[src/rtl/seq_divider32.sv]
// Multi-cycle restoring divider, one quotient bit per clock, start/busy/done handshake.
// Define SIGNED_DIV_EN to add the signed_op port and two's-complement sign correction.
module seq_divider32 #(
  parameter int WIDTH = 32
) (
  input  logic             clk,
  input  logic             rst_n,
  input  logic             start,
  input  logic [WIDTH-1:0] Dividend,
  input  logic [WIDTH-1:0] Divisor,
`ifdef SIGNED_DIV_EN
  input  logic             signed_op,
`endif
  output logic             busy,
  output logic             done,
  output logic [WIDTH-1:0] Quotient,
  output logic [WIDTH-1:0] Remainder,
  output logic             div_zero
);

  localparam int CW = $clog2(WIDTH);

  typedef enum logic [1:0] {S_IDLE, S_RUN, S_DONE} state_t;

  state_t           r_state, w_next;
  logic [CW-1:0]    r_cnt;
  logic [WIDTH-1:0] r_q, r_rem, r_div;
  logic [WIDTH-1:0] r_quotient, r_remainder;
  logic             r_div_zero;

  logic             w_accept, w_zero, w_last;
  logic [WIDTH-1:0] w_a_mag, w_b_mag;
  logic [WIDTH:0]   w_t, w_diff;
  logic             w_carry, w_unused_diff_msb;
  logic [WIDTH-1:0] w_q_next, w_rem_next, w_q_final, w_r_final;

  assign w_zero = (Divisor == '0);
  assign w_last = (r_cnt == CW'(WIDTH - 1));

  // NOTE: every output of a combinational block gets a default first, so no path can infer a latch.
  always_comb begin
    w_next   = r_state;
    w_accept = 1'b0;
    busy     = 1'b0;
    done     = 1'b0;
    case (r_state)
      S_IDLE: if (start) begin
        w_accept = 1'b1;
        w_next   = w_zero ? S_DONE : S_RUN;
      end
      S_RUN: begin
        busy = 1'b1;
        if (w_last) w_next = S_DONE;
      end
      S_DONE: begin
        done = 1'b1;
        if (start) begin
          w_accept = 1'b1;
          w_next   = w_zero ? S_DONE : S_RUN;
        end else begin
          w_next = S_IDLE;
        end
      end
      default: w_next = S_IDLE;
    endcase
  end

  // Trial subtraction as PartRem + ~Divisor + 1; carry-out means the divisor fits.
  assign w_t                              = {r_rem, r_q[WIDTH-1]};
  assign {w_carry, w_diff}                = {1'b0, w_t} + {1'b0, ~{1'b0, r_div}} + (WIDTH + 2)'(1);
  assign w_unused_diff_msb                = w_diff[WIDTH];
  assign w_rem_next                       = w_carry ? w_diff[WIDTH-1:0] : w_t[WIDTH-1:0];
  assign w_q_next                         = {r_q[WIDTH-2:0], w_carry};

`ifdef SIGNED_DIV_EN
  logic w_a_neg, w_b_neg, r_neg_q, r_neg_r;
  assign w_a_neg   = signed_op & Dividend[WIDTH-1];
  assign w_b_neg   = signed_op & Divisor[WIDTH-1];
  assign w_a_mag   = w_a_neg ? -Dividend : Dividend;
  assign w_b_mag   = w_b_neg ? -Divisor  : Divisor;
  assign w_q_final = r_neg_q ? -w_q_next   : w_q_next;
  assign w_r_final = r_neg_r ? -w_rem_next : w_rem_next;

  always_ff @(posedge clk) begin
    if (w_accept) begin
      r_neg_q <= w_a_neg ^ w_b_neg;
      r_neg_r <= w_a_neg;
    end
  end
`else
  assign w_a_mag   = Dividend;
  assign w_b_mag   = Divisor;
  assign w_q_final = w_q_next;
  assign w_r_final = w_rem_next;
`endif

  // NOTE: sequential state uses non-blocking assignments so every flop samples pre-edge values.
  always_ff @(posedge clk) begin
    if (!rst_n) begin
      r_state     <= S_IDLE;
      r_cnt       <= '0;
      r_quotient  <= '0;
      r_remainder <= '0;
      r_div_zero  <= 1'b0;
    end else begin
      r_state <= w_next;
      if (w_accept) begin
        r_cnt <= '0;
        if (w_zero) begin
          r_quotient  <= '1;
          r_remainder <= Dividend;
          r_div_zero  <= 1'b1;
        end
      end else if (r_state == S_RUN) begin
        r_cnt <= r_cnt + CW'(1);
        if (w_last) begin
          r_quotient  <= w_q_final;
          r_remainder <= w_r_final;
          r_div_zero  <= 1'b0;
        end
      end
    end
  end

  // NOTE: the working registers need no reset; they are always loaded on an accepted start before use.
  always_ff @(posedge clk) begin
    if (w_accept) begin
      r_q   <= w_a_mag;
      r_div <= w_b_mag;
      r_rem <= '0;
    end else if (r_state == S_RUN) begin
      r_q   <= w_q_next;
      r_rem <= w_rem_next;
    end
  end

  assign Quotient  = r_quotient;
  assign Remainder = r_remainder;
  assign div_zero  = r_div_zero;

endmodule

[config.mk]
export PLATFORM = sky130hd
export DESIGN_NAME = seq_divider32
export DESIGN_NICKNAME = d
export VERILOG_FILES = /design/src/rtl/seq_divider32.sv
export SDC_FILE = /design/constraint.sdc
export NUM_CORES = 1
export LEC_CHECK = 0
export BUFFER_PORTS_ARGS = -buffer_cell sky130_fd_sc_hd__buf_2
export CORE_MARGIN = 5
export CORE_UTILIZATION = 45
export DETAILED_ROUTE_END_ITERATION = 10
export PLACE_DENSITY = 0.76
export SLEW_MARGIN = 10
export SYNTH_ARGS = -nofsm -noshare
export SYNTH_HDL_FRONTEND = slang
export SYNTH_SLANG_ARGS = --single-unit
[constraint.sdc]
create_clock -name clk -period 5.6 [get_ports clk]
set_input_delay 0.56 -clock clk [delete_from_list [all_inputs] [get_ports clk]]
set_output_delay 0.56 -clock clk [all_outputs]
set_load 0.02 [all_outputs]
==> results of run 1 <==
## state kept, by name, indices dropped and copies added, names as in the netlist
name and count:
r_cnt 5, Quotient 32, div_zero 1, r_q 32, r_div 32, Remainder 32, r_rem 32, r_state 2
## per-layer routing
layer  vias to the layer above  GRT usage [%]  part of all wire, %
li1                       3624              -                    -
met2                       303          31.45                   43
met1                      3519          30.78                   46
met3                        36          4.905                  8.3
met4                         0          5.918                  1.9
met5                         -              0                    0
## worst reg2reg max path: cells and delay by family (launching register included)
family | cells | cell delay [ns]
AOI/OAI and AO/OA | 6 | 1.76
adders and majority gates | 1 | 0.23
buffers and inverters | 1 | 0.10
DFF | 1 | 0.35
muxes | 1 | 0.25
and+or+nand+nor | 2 | 0.65
## cells by family (layout without fill, tap and decap cells)
family,count (synthesis),count (layout)
simple gates,352,352
buf+inv,109,222
xor+xnor,28,28
fa+ha+maj,35,35
compound gates,260,260
mux,17,17
flops,168,168
## worst min-delay path by stage
stage / startpoint / slack [ns] / endpoint
final: Divisor[26] / 0.32 / r_div[26]
after global routing: Divisor[31] / 0.32 / r_div[31]
after CTS: Divisor[22] / 0.31 / r_div[22]
after detailed placement: Remainder[26] / 0.45 / Remainder[26]
after global placement: r_cnt[4] / 0.45 / r_cnt[4]
after floorplan: r_rem[31] / 0.43 / r_rem[31]
## report_power, final
part	internal, mW	switching (mW)
clock network	0.631	0.504
logic	0.626	1.02
registers	1.44	0.150
total	2.69	1.67
## layout by cell type, fill, tap and decap left out, drive strengths merged, types with 9 or more instances in the layout
master,instances
clkbuf,20
nor4,9
a31oi,11
ha,34
inv,53
o21a,16
nor3,37
a21oi,58
edfxtp,64
dfxtp,104
a21o,14
xnor2,17
nor2,61
buf,141
nand3,37
xor2,11
mux2i,17
nand2,172
o21ai,98
## layout make-up
type                       count  area [µm²]  share of cell area, %
timing repair buffer         141       725.7                  7.376
tap                          234       292.8                  2.976
inverter                      49       183.9                  1.870
multi-input combinational    692        4068                  41.35
sequential                   168        4004                  40.70
clock inverter                12       117.6                  1.195
clock buffer                  20       446.7                  4.540
==> results.sh, run 1 <==
export IMPL_track_usage_pct=21.09
export IMPL_reg2reg_depth=11
export IMPL_synth_most_common_cell="nand2_1"
export IMPL_slew_headroom_pct=21.53
export IMPL_io_pins=134
export IMPL_yosysWarnings=0
export IMPL_grt_pass1_wl_um=37090
export IMPL_crit_family="compound AO/OA/AOI/OAI gates"
export IMPL_clk_pin_slew_ns=0.07
export IMPL_synth_area_top_cells="dfxtp_1 24%, edfxtp_1 23%, nand2_1 7.6%, o21ai_0 5.4%, ha_1 5.0%"
export IMPL_place_area_um2=9274
export IMPL_startpoint="r_div[1]"
export IMPL_hold_path_depth=1
export IMPL_final_layout_size_suffix_gt1_share_pct=17.74
export IMPL_post_cts_setup_buffers=0
export IMPL_cts_buffers=17
export IMPL_nFillCells=1700
export IMPL_fin_crit_sh_pct=60.92
export IMPL_rows=50
export IMPL_synthArstFlopShare_pct=0
export IMPL_hold_ws_ns=0.3180
export IMPL_finalCriticalPeriod_ns=3.412
export IMPL_cp_max_fo=41
export IMPL_die_x_um=147.4
export IMPL_drtPass1Iterations=5
export IMPL_ys_ff_latch=168
export IMPL_muxShareOfSynthArea_pct=2.002
export IMPL_finalClockSkew_ns=0.01097
export IMPL_critical_path_class="reg -> reg"
export IMPL_end_kind="flip-flop"
export IMPL_grt_pass1_vias=7062
export IMPL_synth_compound_area_share_pct=19.20
export IMPL_yosysTopAreaCell="dfxtp_1"
export IMPL_worst_pin_slew_ns=1.176
export IMPL_power_mw=4.366
export IMPL_cts_hold_buf=0
export IMPL_reg2reg_to="Remainder[20]"
export IMPL_synth_seq_area_share_pct=47.11
export IMPL_dieArea_um2=21730
export IMPL_gp_congestion=0.9587
export IMPL_slew_violations=0
export IMPL_cap_violations=0
export IMPL_wl_um=23240
export IMPL_cts_buffer_depth=2
export IMPL_nets=1171
export IMPL_grt_max_degree=84
export IMPL_synth_xor_area_share_pct=2.886
export IMPL_synth_distinct_cells=70
export IMPL_avgSynthCellArea_um2=8.770
export IMPL_regToRegSetupSlack_ns=2.19
export IMPL_gr_total_overflow=0
export IMPL_cts_root_buf="clkbuf_16"
export IMPL_clk_latency_ns=0.43
export IMPL_place_hpwl_um=17020
export IMPL_yosys_area_top_type_share_pct=24.50
export IMPL_vias=7482
export IMPL_drc_errors=0
export IMPL_required_ns=5.95
export IMPL_worst_slack_ns=2.188
export IMPL_syn_area_um2=8498
export IMPL_r2r_start="r_div[1]"
export IMPL_max_freq_ghz=0.2931
export IMPL_dp_cells=1284
export IMPL_synth_top_family_by_area="compound AO/OA/AOI/OAI gates"
export IMPL_synth_simple_area_share_pct=18.37
export IMPL_critPathCapture="Remainder[20]"
export IMPL_synth_common_cells="171 x nand2_1, 104 x dfxtp_1, 91 x o21ai_0"
export IMPL_powerDensity_nw_per_um2=443.8
export IMPL_synth_ff_type="dfxtp_1"
export IMPL_coreArea_um2=18640
export IMPL_yosys_area_share_adder_pct=5.241
export IMPL_layout_cells_non_filler=1316
export IMPL_crit_slowest_cell="o21ai_2"
export IMPL_clock_sinks=168
export IMPL_ant_nets=0
export IMPL_antenna_found_initial=0
export IMPL_synthCells=969
export IMPL_cp_arrival_ns=3.76
export IMPL_hold_viol_final=0
export IMPL_wire_per_inst_um=17.66
export IMPL_path_depth=11
export IMPL_crit_chain="inv_1 > ha_1 > nor2b_1 > o31ai_2 > a21o_1 > a211oi_2 > o21ai_2 > nand2_4 > mux2i_1 > a211o_1 > a21oi_1"
export IMPL_vdd_drop_max_uv=215.3
export IMPL_setup_viol_count_final=0
export IMPL_diodes=0
export IMPL_rsz0062_at_grt="false"
export IMPL_fin_util_pct=52.77
export IMPL_synthesis_nets=1071
export IMPL_area_delta_synth_final_pct=15.77
export IMPL_drt_iter0_drc=728
export IMPL_cellLeakagePower_nw=4.276
export IMPL_place_ws_ns=2.118
export IMPL_port_buffers=133
export IMPL_via_per_inst=5.685
export IMPL_hold_class="in -> reg"
export IMPL_final_area_um2=9838
export IMPL_cts_tree="yes"
export IMPL_fp_dieH_um=147.4
export IMPL_worst_setup_path_start_kind="flip-flop"
export IMPL_tns_ns=0
export IMPL_synth_edff_count=64
export IMPL_htreeDepth=4
export IMPL_cp_num_buf_inv=1
export IMPL_cts_repair_resized=0
export IMPL_slowest_delay_ns=0.56
export IMPL_initial_utilization_pct=45.58
export IMPL_status="finished, final reports clean"
Note: power is estimated with default switching activity, not from simulation.
==> run 2, diff against run 1 <==
clock period = 3.5 ns   (was 5.6 ns; I/O delays follow)
==> run 2 against run 1 <==
  * Sequential power up 58%
  * Clock power up 66%
  * Wire length down 2.0%
  * Worst hold slack worse by 0.22 ns
  * Final cell count up 0.46%
  * Critical endpoint is now Remainder[30]
  * Largest power group unchanged
  * Highest routed layer unchanged
==> results.sh, run 2 (synthesis results as in run 1) <==
export IMPL_via_per_inst=5.678
export IMPL_coreArea_um2=18640
export IMPL_rows=50
export IMPL_hold_class="in -> reg"
export IMPL_regArea_um2=4004
export IMPL_worst_setup_path_start_kind="flip-flop"
export IMPL_wire_per_inst_um=17.23
export IMPL_mostFrequentLayoutCell="nand2_1"
export IMPL_met2_usage_pct=31.73
export IMPL_setup_viol_count_final=0
export IMPL_gr_total_overflow=0
export IMPL_drt_iter0_drc=578
export IMPL_ant_nets=0
export IMPL_regToRegSetupSlack_ns=0.34
export IMPL_reg2reg_depth=13
export IMPL_antenna_found_initial=0
export IMPL_met3_usage_pct=5.150
export IMPL_reg2reg_to="Remainder[30]"
export IMPL_powerDensity_nw_per_um2=711.3
export IMPL_cts_root_buf="clkbuf_16"
export IMPL_hold_viol_final=0
export IMPL_nFillCells=1708
export IMPL_crit_slowest_cell="a221o_1"
export IMPL_max_freq_ghz=0.3167
export IMPL_io_pins=134
export IMPL_port_buffers=133
export IMPL_area_delta_synth_final_pct=16.55
export IMPL_htreeDepth=4
export IMPL_fin_crit_sh_pct=90.22
export IMPL_slew_headroom_pct=55.84
export IMPL_clkPwrFrac_pct=26.6
export IMPL_required_ns=3.79
export IMPL_startpoint="r_q[31]"
export IMPL_critPathCapture="Remainder[30]"
export IMPL_gp_congestion=0.9243
export IMPL_initial_utilization_pct=45.58
export IMPL_final_area_um2=9905
export IMPL_clock_sinks=168
export IMPL_tns_ns=0
export IMPL_intPower_mw=4.350
export IMPL_grt_pass1_vias=6916
export IMPL_place_ws_ns=0.3734
export IMPL_cp_max_fo=4
export IMPL_drc_errors=0
export IMPL_power_mw=7.045
export IMPL_finalClockSkew_ns=0.008895
export IMPL_fin_util_pct=53.13
export IMPL_cellLeakagePower_nw=4.318
export IMPL_grt_max_degree=59
export IMPL_fp_dieH_um=147.4
export IMPL_die_x_um=147.4
export IMPL_cts_repair_resized=0
export IMPL_busiest_layer="met2"
export IMPL_worst_slack_ns=0.3423
export IMPL_cts_hold_buf=0
export IMPL_crit_chain="inv_1 > ha_1 > inv_1 > fa_1 > a21oi_1 > nor2_1 > o21bai_2 > nand2b_1 > a221o_1 > a311o_1 > a221oi_2 > xor2_1 > a31oi_1"
export IMPL_hold_start="Divisor[30]"
export IMPL_clk_latency_ns=0.44
export IMPL_final_layout_size_suffix_gt1_share_pct=18.38
export IMPL_finalCriticalPeriod_ns=3.158
export IMPL_place_hpwl_um=16880
export IMPL_r2r_start="r_q[31]"
export IMPL_post_cts_setup_buffers=0
export IMPL_p_seq_share_pct=35.8
export IMPL_slowest_delay_ns=0.43
export IMPL_drtPass1Iterations=5
export IMPL_dieArea_um2=21730
export IMPL_cts_buffers=17
export IMPL_power_switching_share_pct=38.25
export IMPL_hold_path_depth=1
export IMPL_grt_pass1_wl_um=36450
export IMPL_final_cell_mix="171 x nand2_1, 133 x buf_2, 104 x dfxtp_1"
export IMPL_rsz0062_at_grt="false"
export IMPL_wl_um=22770
export IMPL_slew_violations=0
export IMPL_worst_pin_slew_ns=0.6457
export IMPL_track_usage_pct=20.75
export IMPL_cp_arrival_ns=3.45
export IMPL_status="finished, final reports clean"
export IMPL_place_area_um2=9319
export IMPL_diodes=0
export IMPL_critical_path_class="reg -> reg"
export IMPL_cap_violations=0
export IMPL_end_kind="flip-flop"
export IMPL_power_frac_comb_pct=37.6
export IMPL_cpMostUsedCell="inv_1"
export IMPL_clk_pin_slew_ns=0.07
export IMPL_grt_util_met1_pct=29.66
export IMPL_vias=7506
export IMPL_multi_input_area_um2=4068
export IMPL_cts_tree="yes"
export IMPL_nets=1177
export IMPL_cts_buffer_depth=2
export IMPL_vdd_drop_max_uv=354.2
export IMPL_power_switching_mw=2.695
run 2: stage by stage:
stage / cells / hold WS [ns]
2_1_floorplan: 969 / 0.4265
3_3_place_gp: 1290 / 0.4366
3_5_place_dp: 1290 / 0.4461
4_1_cts: 1322 / 0.08688
5_1_grt: 1322 / 0.08484
6_report: 1322 / 0.09662
run 2: worst min-delay path by stage:
stage               endpoint  slack, ns
3_3_place_gp   Remainder[20]       0.44
2_1_floorplan      r_rem[31]       0.43
6_report           r_div[30]        0.1
3_5_place_dp   Remainder[16]       0.45
5_1_grt            r_div[30]       0.08
4_1_cts            r_div[30]       0.09
run 2: cell type report:
type	instances	area share (%)
sequential	168	40.42
multi-input combinational	692	41.07
inverter	49	1.857
tap	234	2.956
clock buffer	19	4.573
timing repair buffer	147	7.782
clock inverter	13	1.339
run 2: layer usage:
layer	share of wire [%]	up-vias	wire length, µm
met5	0	-	0
met4	1.2	0	282
met3	8.2	24	1877
met2	44	327	10040
met1	46	3517	10570
li1	-	3638	-
run 2: power groups by stage:
stage | Sequential (mW) | Clock (mW) | Combinational [mW]
floorplan | 2.46 | 0 | 2.03
global placement | 2.54 | 0 | 2.55
detailed placement | 2.54 | 0 | 2.58
CTS | 2.50 | 1.89 | 2.60
global route | 2.54 | 1.99 | 2.90
finish | 2.52 | 1.88 | 2.65
run 2: worst max-delay path: cells and delay by family, from the launching register on:
family,cells,cell delay (ns)
AOI/OAI and AO/OA,6,1.52
adders and majority gates,2,0.55
buffers and inverters,2,0.13
xor gates and xnor gates,1,0.21
and+or+nand+nor,2,0.21
DFF,1,0.40
==> run 3, diff against run 2 <==
ABC_AREA = 1   (was unset)
CORE_UTILIZATION = 25   (was 45)
GPL_TIMING_DRIVEN = 1   (was unset)
PLACE_DENSITY = 0.51   (was 0.76)
==> run 3 against run 2 <==
  * Fmax up 19%
  * Synthesized cell count up 38%
  * Power shrank 0.98%
  * Largest power group unchanged
  * Area after synthesis is 13% higher
  * Non-clock buffer count stayed put
  * Clock power increased by 2%
==> results.sh, run 3 <==
export IMPL_status="finished, final reports clean"
export IMPL_grt_pass1_vias=8469
export IMPL_yosysWarnings=0
export IMPL_finalClockSkew_ns=0.01604
export IMPL_place_ws_ns=0.5493
export IMPL_cts_buffers=17
export IMPL_area_delta_synth_final_pct=17.78
export IMPL_cellLeakagePower_nw=5.920
export IMPL_slew_headroom_pct=47.40
export IMPL_cpMostUsedCell="nand2_1"
export IMPL_drtPass1Iterations=5
export IMPL_vdd_drop_max_uv=383.1
export IMPL_regToRegSetupSlack_ns=0.84
export IMPL_clock_sinks=168
export IMPL_hold_class="in -> reg"
export IMPL_antenna_found_initial=1
export IMPL_dieArea_um2=42370
export IMPL_port_buffers=133
export IMPL_p_seq_share_pct=35.1
export IMPL_cp_num_buf_inv=2
export IMPL_wire_per_inst_um=15.10
export IMPL_cts_root_buf="clkbuf_16"
export IMPL_synthCells=1334
export IMPL_fp_dieH_um=205.9
export IMPL_crit_chain="inv_1 > ha_1 > inv_1 > fa_1 > nand3_1 > nand3_1 > nand2_1 > nand2_1 > nand2_1 > nand2_1 > nand2_1 > nand2_1 > nand2_1 > nand3_1 > nand3_1 > nand2_1 > a21oi_1"
export IMPL_slew_violations=0
export IMPL_synthArstFlopShare_pct=0
export IMPL_synth_most_common_cell="nand2_1"
export IMPL_power_mw=6.976
export IMPL_max_freq_ghz=0.3757
export IMPL_yosysTopAreaCell="dfxtp_1"
export IMPL_r2r_start="r_q[31]"
export IMPL_synthesis_nets=1436
export IMPL_cp_arrival_ns=3.02
export IMPL_final_cell_mix="339 x nand2_1, 229 x inv_1, 133 x buf_2"
export IMPL_synth_ff_type="dfxtp_1"
export IMPL_path_depth=17
export IMPL_coreArea_um2=37760
export IMPL_grt_pass1_wl_um=46380
export IMPL_gr_total_overflow=0
export IMPL_reg2reg_to="Remainder[28]"
export IMPL_mostFrequentLayoutCell="nand2_1"
export IMPL_initial_utilization_pct=25.40
export IMPL_vias=8651
export IMPL_hold_viol_final=0
export IMPL_synth_distinct_cells=42
export IMPL_reg2reg_depth=17
export IMPL_grt_max_degree=77
export IMPL_die_x_um=205.9
export IMPL_slowest_delay_ns=0.46
export IMPL_track_usage_pct=14.11
export IMPL_io_pins=134
export IMPL_intPower_mw=4.099
export IMPL_avgSynthCellArea_um2=7.188
export IMPL_gp_congestion=0.8802
export IMPL_ant_nets=0
export IMPL_critical_path_class="reg -> reg"
export IMPL_cts_repair_resized=0
export IMPL_power_switching_mw=2.877
export IMPL_synth_area_top_cells="dfxtp_1 22%, edfxtp_1 20%, nand2_1 13%, inv_1 9.0%, nand3_1 6.5%"
export IMPL_power_frac_comb_pct=37.5
export IMPL_clk_pin_slew_ns=0.08
export IMPL_final_layout_size_suffix_gt1_share_pct=15.66
export IMPL_synth_seq_area_share_pct=41.75
export IMPL_synth_edff_count=64
export IMPL_startpoint="r_q[31]"
export IMPL_syn_area_um2=9589
export IMPL_worst_pin_slew_ns=0.7891
export IMPL_clkPwrFrac_pct=27.5
export IMPL_setup_viol_count_final=0
export IMPL_post_cts_setup_buffers=0
export IMPL_yosys_area_top_type_share_pct=21.71
export IMPL_tns_ns=0
export IMPL_required_ns=3.86
export IMPL_nets=1551
export IMPL_rsz0062_at_grt="false"
export IMPL_worst_slack_ns=0.8383
export IMPL_drc_errors=0
export IMPL_place_hpwl_um=22950
export IMPL_crit_family="simple AND/OR/NAND/NOR gates"
export IMPL_wl_um=29800
export IMPL_worst_setup_path_start_kind="flip-flop"
export IMPL_drt_iter0_drc=681
export IMPL_powerDensity_nw_per_um2=617.6
export IMPL_synth_common_cells="342 x nand2_1, 230 x inv_1, 125 x nand3_1"
export IMPL_htreeDepth=4
export IMPL_critPathCapture="Remainder[28]"
export IMPL_power_switching_share_pct=41.25
export IMPL_cts_hold_buf=0
export IMPL_cap_violations=0
export IMPL_cts_buffer_depth=2
export IMPL_end_kind="flip-flop"
export IMPL_finalCriticalPeriod_ns=2.662
export IMPL_cts_tree="yes"
export IMPL_clk_latency_ns=0.44
export IMPL_fin_crit_sh_pct=76.05
export IMPL_diodes=0
export IMPL_rows=71
export IMPL_via_per_inst=4.385
export IMPL_crit_slowest_cell="fa_1"
export IMPL_cp_max_fo=4
export IMPL_ys_ff_latch=168
==> run 3: cell types whose count changed after synthesis, moves of 16 or more <==
cell	previous run	this run
o21a_1	16	0
mux2i_1	17	0
a21oi_1	56	98
inv_1	47	230
nor2_1	61	96
nor3_1	37	11
o21ai_0	91	68
clkbuf_1	44	25
nand3_1	36	125
nand2_1	171	342
==> run 3: final cells by class <==
class                      count  area [µm²]
clock buffer                  18       429.2
clock inverter                14       152.6
fill                        4146       26460
inverter                     234       879.6
multi-input combinational    881        4407
sequential                   168        4004
tap                          511       639.4
timing repair buffer         147       783.3
==> run 3: worst register-to-register path, cell delays in order, from the launching register on <==
cell and delay (ns):
edfxtp_1 0.38, inv_1 0.10, ha_1 0.16, inv_1 0.09
fa_1 0.46, nand3_1 0.12, nand3_1 0.16, nand2_1 0.10
nand2_1 0.12, nand2_1 0.09, nand2_1 0.09, nand2_1 0.17
nand2_1 0.07, nand2_1 0.06, nand3_1 0.12, nand3_1 0.13
nand2_1 0.06, a21oi_1 0.11
==> run 3: stage by stage <==
step	hold slack [ns]	instance area (µm²)	instances	util [%]
floorplan	0.4437	9589	1334	-
global placement	0.4533	10710	1941	28.37
detailed placement	0.4585	10710	1941	28.37
CTS	0.07700	11290	1973	29.92
global route	0.07610	11290	1973	29.92
finish	0.09877	11290	1973	29.92
==> run 3: worst min-delay path by stage <==
| stage | startpoint | end | depth (start not counted) | slack, ns |
|---|---|---|---|---|
| detailed placement | div_zero | div_zero | 2 | 0.46 |
| finish | Divisor[5] | r_div[5] | 1 | 0.1 |
| floorplan | r_cnt[4] | r_cnt[4] | 2 | 0.44 |
| CTS | Divisor[5] | r_div[5] | 1 | 0.08 |
| global placement | r_cnt[4] | r_cnt[4] | 2 | 0.45 |
| global route | Divisor[4] | r_div[4] | 1 | 0.08 |
==> run 3: power groups by stage <==
stage,clock (mW),combinational (mW),sequential (mW)
6_report,1.92,2.62,2.45
5_1_grt,2.04,2.99,2.47
4_1_cts,1.96,2.63,2.45
3_5_place_dp,0,2.61,2.50
3_3_place_gp,0,2.60,2.50
2_1_floorplan,0,2.03,2.41
==> run 3: per-layer routing <==
metal	up-vias	track usage, %	wire length (µm)
li1	4474	-	-
met1	3956	17.96	13290
met2	194	25.06	14860
met3	27	2.244	1156
met4	0	3.470	496
met5	-	0	0
==> run 3: cells by family after synthesis <==
| kind of cell | count (synthesis) | share of synthesized area [%] |
|---|---|---|
| buffers and inverters | 285 | 12.45 |
| adders and majority gates | 35 | 4.645 |
| and+or+nand+nor | 641 | 29.32 |
| AOI/OAI and AO/OA | 190 | 10.46 |
| DFF | 168 | 41.75 |
| xor gates and xnor gates | 15 | 1.370 |
